==> src/rtl/mrb_pkg.sv <==
// Shared types and sizing helpers for the multi-row line buffer.
package mrb_pkg;

  typedef enum logic [1:0] {
    IDLE,
    FILL,
    FLUSH,
    DONE
  } state_t;

  // Bits needed to hold values 0..n-1, never less than one.
  function automatic int clog2(input int n);
    int r;
    r = 0;
    while ((1 << r) < n) r++;
    return (r < 1) ? 1 : r;
  endfunction

endpackage

==> src/rtl/line_mem.sv <==
// One image line of pixel storage: combinational read of the old word, write on the clock edge,
// so a read and a write to the same address in one cycle returns the previous contents.
module line_mem
  import mrb_pkg::*;
#(
  parameter int DATA_W = 8,
  parameter int WIDTH  = 17,
  parameter int ADDR_W = clog2(WIDTH)
) (
  input  logic              clk,
  input  logic              we,
  input  logic [ADDR_W-1:0] addr,
  input  logic [DATA_W-1:0] wr_data,
  output logic [DATA_W-1:0] rd_data
);

  logic [DATA_W-1:0] mem [WIDTH];

  assign rd_data = mem[addr];

  always_ff @(posedge clk) begin
    if (we) mem[addr] <= wr_data;
  end

endmodule

==> src/rtl/multi_row_buffer.sv <==
// ROWS vertically aligned taps over a raster stream, with vertical-fill tracking,
// a self-timed padded flush after done_i, and sticky overrun detection.
//
// state | meaning
// IDLE  | waiting for the first pixel of a frame
// FILL  | accepting pixels, one push per valid_i
// FLUSH | pushing PAD_VAL every cycle for FLUSH_LINES lines; valid_i is an overrun
// DONE  | frame finished; col/line_cnt are cleared, done_o follows one cycle later
module multi_row_buffer
  import mrb_pkg::*;
#(
  parameter int                DATA_W      = 8,
  parameter int                ROWS        = 5,
  parameter int                WIDTH       = 17,
  parameter int                FLUSH_LINES = 2,
  parameter logic [DATA_W-1:0] PAD_VAL     = '0
) (
  input  logic                   clk,
  input  logic                   rst,
  input  logic                   valid_i,
  input  logic [DATA_W-1:0]      data_i,
  input  logic                   done_i,
  output logic [ROWS*DATA_W-1:0] rows_o,
  output logic                   valid_o,
  output logic                   win_valid_o,
  output logic                   busy_o,
  output logic                   done_o,
  output logic                   overrun_o
);

  localparam int CW = clog2(WIDTH);
  localparam int LW = clog2(ROWS);
  localparam int FW = clog2(FLUSH_LINES * WIDTH + 1);
  localparam logic [CW-1:0] COL_LAST   = CW'(WIDTH - 1);
  localparam logic [LW-1:0] LINE_FULL  = LW'(ROWS - 1);
  localparam logic [FW-1:0] FLUSH_LOAD = FW'((FLUSH_LINES > 0) ? FLUSH_LINES * WIDTH - 1 : 0);

  state_t            state, state_next;
  logic [CW-1:0]     col;
  logic [LW-1:0]     line_cnt;
  logic [FW-1:0]     flush_cnt;
  logic              push;
  logic [DATA_W-1:0] push_data;
  logic [DATA_W-1:0] rd_data [ROWS-1];
  logic [DATA_W-1:0] wr_data [ROWS-1];

  assign push_data = (state == FLUSH) ? PAD_VAL : data_i;

  // Each push shifts the column down one line: mem0 takes the new pixel, mem k takes mem k-1's old word.
  for (genvar k = 0; k < ROWS - 1; k++) begin : g_mem
    if (k == 0) begin : g_first
      assign wr_data[k] = push_data;
    end else begin : g_next
      assign wr_data[k] = rd_data[k-1];
    end

    line_mem #(
      .DATA_W (DATA_W),
      .WIDTH  (WIDTH),
      .ADDR_W (CW)
    ) u_line_mem (
      .clk     (clk),
      .we      (push),
      .addr    (col),
      .wr_data (wr_data[k]),
      .rd_data (rd_data[k])
    );
  end

  always_comb begin
    state_next = state;
    push       = 1'b0;
    case (state)
      IDLE: begin
        if (valid_i) begin
          push       = 1'b1;
          state_next = FILL;
        end
      end
      FILL: begin
        push = valid_i;
        if (done_i) state_next = (FLUSH_LINES == 0) ? DONE : FLUSH;
      end
      FLUSH: begin
        push = 1'b1;
        if (flush_cnt == '0) state_next = DONE;
      end
      DONE: begin
        // A pixel arriving here opens the next frame at column 0.
        push       = valid_i;
        state_next = valid_i ? FILL : IDLE;
      end
      default: state_next = IDLE;
    endcase
  end

  always_ff @(posedge clk or posedge rst) begin
    if (rst) begin
      state     <= IDLE;
      col       <= '0;
      line_cnt  <= '0;
      flush_cnt <= '0;
      busy_o    <= 1'b0;
      done_o    <= 1'b0;
      overrun_o <= 1'b0;
    end else begin
      state  <= state_next;
      busy_o <= (state_next != IDLE);
      done_o <= (state == DONE);
      if (state == FLUSH && valid_i) overrun_o <= 1'b1;

      if (state_next == DONE) begin
        col      <= '0;
        line_cnt <= '0;
      end else if (push) begin
        if (col == COL_LAST) begin
          col <= '0;
          if (line_cnt != LINE_FULL) line_cnt <= line_cnt + 1'b1;
        end else begin
          col <= col + 1'b1;
        end
      end

      if (state == FILL && state_next == FLUSH) flush_cnt <= FLUSH_LOAD;
      else if (state == FLUSH && flush_cnt != '0) flush_cnt <= flush_cnt - 1'b1;
    end
  end

  always_ff @(posedge clk or posedge rst) begin
    if (rst) begin
      rows_o      <= '0;
      valid_o     <= 1'b0;
      win_valid_o <= 1'b0;
    end else begin
      valid_o     <= push;
      win_valid_o <= push && (line_cnt == LINE_FULL);
      if (push) begin
        rows_o[DATA_W-1:0] <= push_data;
        for (int k = 1; k < ROWS; k++) rows_o[k*DATA_W +: DATA_W] <= rd_data[k-1];
      end
    end
  end

endmodule
==> config.mk <==
export PLATFORM = sky130hd
export DESIGN_NAME = multi_row_buffer
export DESIGN_NICKNAME = d
export VERILOG_FILES = /design/src/rtl/mrb_pkg.sv /design/src/rtl/line_mem.sv /design/src/rtl/multi_row_buffer.sv
export SDC_FILE = /design/constraint.sdc
export NUM_CORES = 1
export LEC_CHECK = 0
export BUFFER_PORTS_ARGS = -buffer_cell sky130_fd_sc_hd__buf_2
export CORE_ASPECT_RATIO = 2
export CORE_MARGIN = 2
export CORE_UTILIZATION = 35
export DETAILED_ROUTE_END_ITERATION = 12
export PLACE_DENSITY = 0.59
export RECOVER_POWER = 50
export SLEW_MARGIN = 20
export SYNTH_ARGS = -nofsm -noshare
export SYNTH_HDL_FRONTEND = slang
export SYNTH_HIERARCHICAL = 1
export SYNTH_SLANG_ARGS = --single-unit
export TNS_END_PERCENT = 30
==> constraint.sdc <==
create_clock -name clk -period 3 [get_ports clk]
set_clock_uncertainty 0.1 [all_clocks]
set_input_delay 0.15 -clock clk [delete_from_list [all_inputs] [get_ports clk]]
set_output_delay 0.15 -clock clk [all_outputs]
set_load 0.05 [all_outputs]
==> results.ini <==
[global_route]
overflow=0
grt_max_degree=61
grt_pass1_vias=13951
track_usage_pct=17.06
antenna_found_initial=0
grt_pass1_wl_um=89930

[routing]
drtPass1Iterations=5
dr.first_iter.drc_count=960
postRouteAntennaNets=0
drt-vias-per-instance=5.153
drc_errors=0
vias=13656
wl_per_cell_um=23.05
wirelength_um=61090

[clock_network]
h-tree-depth=2
insertion_delay_ns=0.62
cts-root-buf=clkbuf_16
cts_tree=yes
postCtsSetupBuffers=0
clock-sinks=605
cts_resized=0
cts.path.max_buffers=3
clk_pin_slew_worst_paths_ns=0.07
cts_buffers=51

[synthesis]
ys_ff_latch=605
synth-seq-area-share_pct=73.35
syn_nets=1571
yosys_warnings=6
ys_types=48
yosys.area.top_type=edfxtp_1
async_flop_share_pct=10.08
synth-edff-count=544
synth_top_flop_cell=edfxtp_1
synth_cells=1554
synth_top_area_share_pct=67.08
synth.avg_cell_area_um2=15.67
synth_area_leaders=edfxtp_1 67%, mux2i_1 11%, dfrtp_1 6.3%
synth_area_um2=24350

[die]
fp.dieW_um=190.5
num_rows=136
chipHeight_um=377.0
dieArea_um2=71830
io_pins=57
initial_core_util_pct=35.42
core_area_um2=68750

[timing]
tightest_slew_ns=1.317
fin_crit_sh_pct=92.97
slew-limit-headroom_pct=12.18
maxSlewViolCount=0
min_period_ns=2.789
rsz0062_at_grt=no
max_freq_ghz=0.3585
setup_viol=0
hold_viol=0

[critical_path]
crit_fanout=21
critPathMaxStageDelay_ns=0.54
crit_path_frequent_cell=nor2_1
critical_path.startpoint_type=register
critical_path_class=register to register
critical_path_arrival_ns=2.92
end_kind=register
path_cells=and2b_1 -> nor2_1 -> inv_2 -> or3b_1 -> nor2_1 -> clkbuf_1
worstPathRequired_ns=3.13
critPathSlowestCell=or3b_1
reg2reg_slack_ns=0.21
r2r_start=state[0]
cp-startpoint=state[0]
reg2regPathDepth=6

[placement]
portBuffers=56
dpl.hpwl_um=42720
routabilityCongestion=0.9096

[cells_and_area]
num-fill-cells=6365
nets=1727
antenna_cells=0
fin_util_pct=40.25
drive_gt1_share_pct=10.61
mostFrequentLayoutCells=544 x edfxtp_1, 268 x mux2i_1, 168 x nand2_1, 101 x nand3_1, 96 x a22oi_1
final_common_cell=edfxtp_1
syn_to_final_growth_pct=13.63

[power]
clkPwrFrac_pct=21.0
p_leak_nw=9.596
combPwrFrac_pct=37.2
peakVddDrop_uv=495.2
total_power_w=0.03103
p_sw_w=0.01201
seqPwrFrac_pct=41.8
p_int_w=0.01902
p_per_area_nw_per_um2=1121
switching_share_pct=38.70

[status]
status=completed

[worst_hold_path]
holdCritPathClass=input port to asynchronous set/reset pin

[flow_run]
drv_cap=0

[synthesized netlist by cell type (8+ instances only)]
library cell	instances
a21oi_1	37
a22oi_1	96
and2_1	14
buf_2	20
buf_4	25
buf_6	21
clkbuf_1	13
dfrtp_1	61
edfxtp_1	544
inv_1	8
mux2i_1	268
nand2_1	168
nand3_1	101
nand3b_1	14
nor2_1	74
nor2b_1	11
nor3_1	19
[path summary, 6_finish.rpt]
check,to
min reg2reg,overrun_o
max,g_mem[1].u_line_mem/mem[8][0]
max in group asynchronous,rows_o[20]
min,rows_o[24]
max reg2reg,g_mem[1].u_line_mem/mem[8][0]
min in group clk,rows_o[7]
[what timing repair did]
| item | CTS | global route |
|---|---|---|
| setup endpoints to repair | 0 | 0 |
| hold endpoints to repair | 47 | 0 |
| hold buffers | 11 | 0 |
[registers in the layout, indices dropped and copies added, names as in the netlist]
register and flops:
overrun_o 1, g_mem.u_line_mem/mem 544, valid_o 1, busy_o 1
col 5, state 2, win_valid_o 1, line_cnt 3
flush_cnt 6, done_o 1, rows_o 40
[area by class of cell]
| class | count | area [um2] | area share [%] |
|---|---|---|---|
| Sequential cell | 605 | 17870 | 64.58 |
| Multi-Input combinational cell | 857 | 5843 | 21.12 |
| Clock buffer | 71 | 1423 | 5.141 |
| Timing Repair Buffer | 186 | 1157 | 4.183 |
| Tap cell | 897 | 1122 | 4.056 |
| Clock inverter | 25 | 222.7 | 0.8049 |
| Inverter | 9 | 33.78 | 0.1221 |
[cells by family (layout without fill, tap and decap cells)]
kind of cell               after synthesis  in the layout  share of synthesized area, %
muxes                                  268            268                         11.02
buffers and inverters                   92            291                         2.574
DFF                                    605            605                         73.35
AOI/OAI and AO/OA                      150            150                         4.249
xor gates and xnor gates                 3              3                        0.1079
adders and majority gates                5              5                        0.2569
and+or+nand+nor                        431            431                         8.442
[worst max-delay path: cells and delay by family, from the launching register on]
kind	cells	cell delay, ns
buf+inv	2	0.85
flops	1	0.46
simple gates	4	0.97
[power by group through the flow]
stage | registers, W | logic (W) | clock network [W]
finish | 0.0130 | 0.0115 | 0.00651
global route | 0.0131 | 0.0123 | 0.00695
CTS | 0.0129 | 0.0119 | 0.00667
detailed placement | 0.0131 | 0.0118 | 0
global placement | 0.0131 | 0.0117 | 0
floorplan | 0.0139 | 0.00640 | 0
[per-layer routing]
metal	vias up	part of all wire [%]	track usage (%)	routed length (um)
met5	-	0	0	0
met4	0	5.4	8.878	3299
met3	133	3.8	1.758	2348
met2	403	57	33.44	34530
met1	6907	34	17.45	20910
li1	6213	-	-	-
[per-stage QoR]
| stage | cell area (um2) | hold WS, ns | setup WS [ns] | setup TNS (ns) | cells |
|---|---|---|---|---|---|
| 2_1_floorplan | 24350 | 0.2063 | 0.2860 | 0 | 1554 |
| 3_3_place_gp | 26140 | 0.1406 | -0.1056 | -6.787 | 2543 |
| 3_5_place_dp | 26140 | 0.1429 | 0.2457 | 0 | 2543 |
| 4_1_cts | 27890 | 0.02542 | 0.1867 | 0 | 2650 |
| 5_1_grt | 27670 | 0.2884 | 0.07038 | 0 | 2650 |
| 6_report | 27670 | 0.2394 | 0.2109 | 0 | 2650 |
Note: power is estimated with default switching activity, not from simulation.
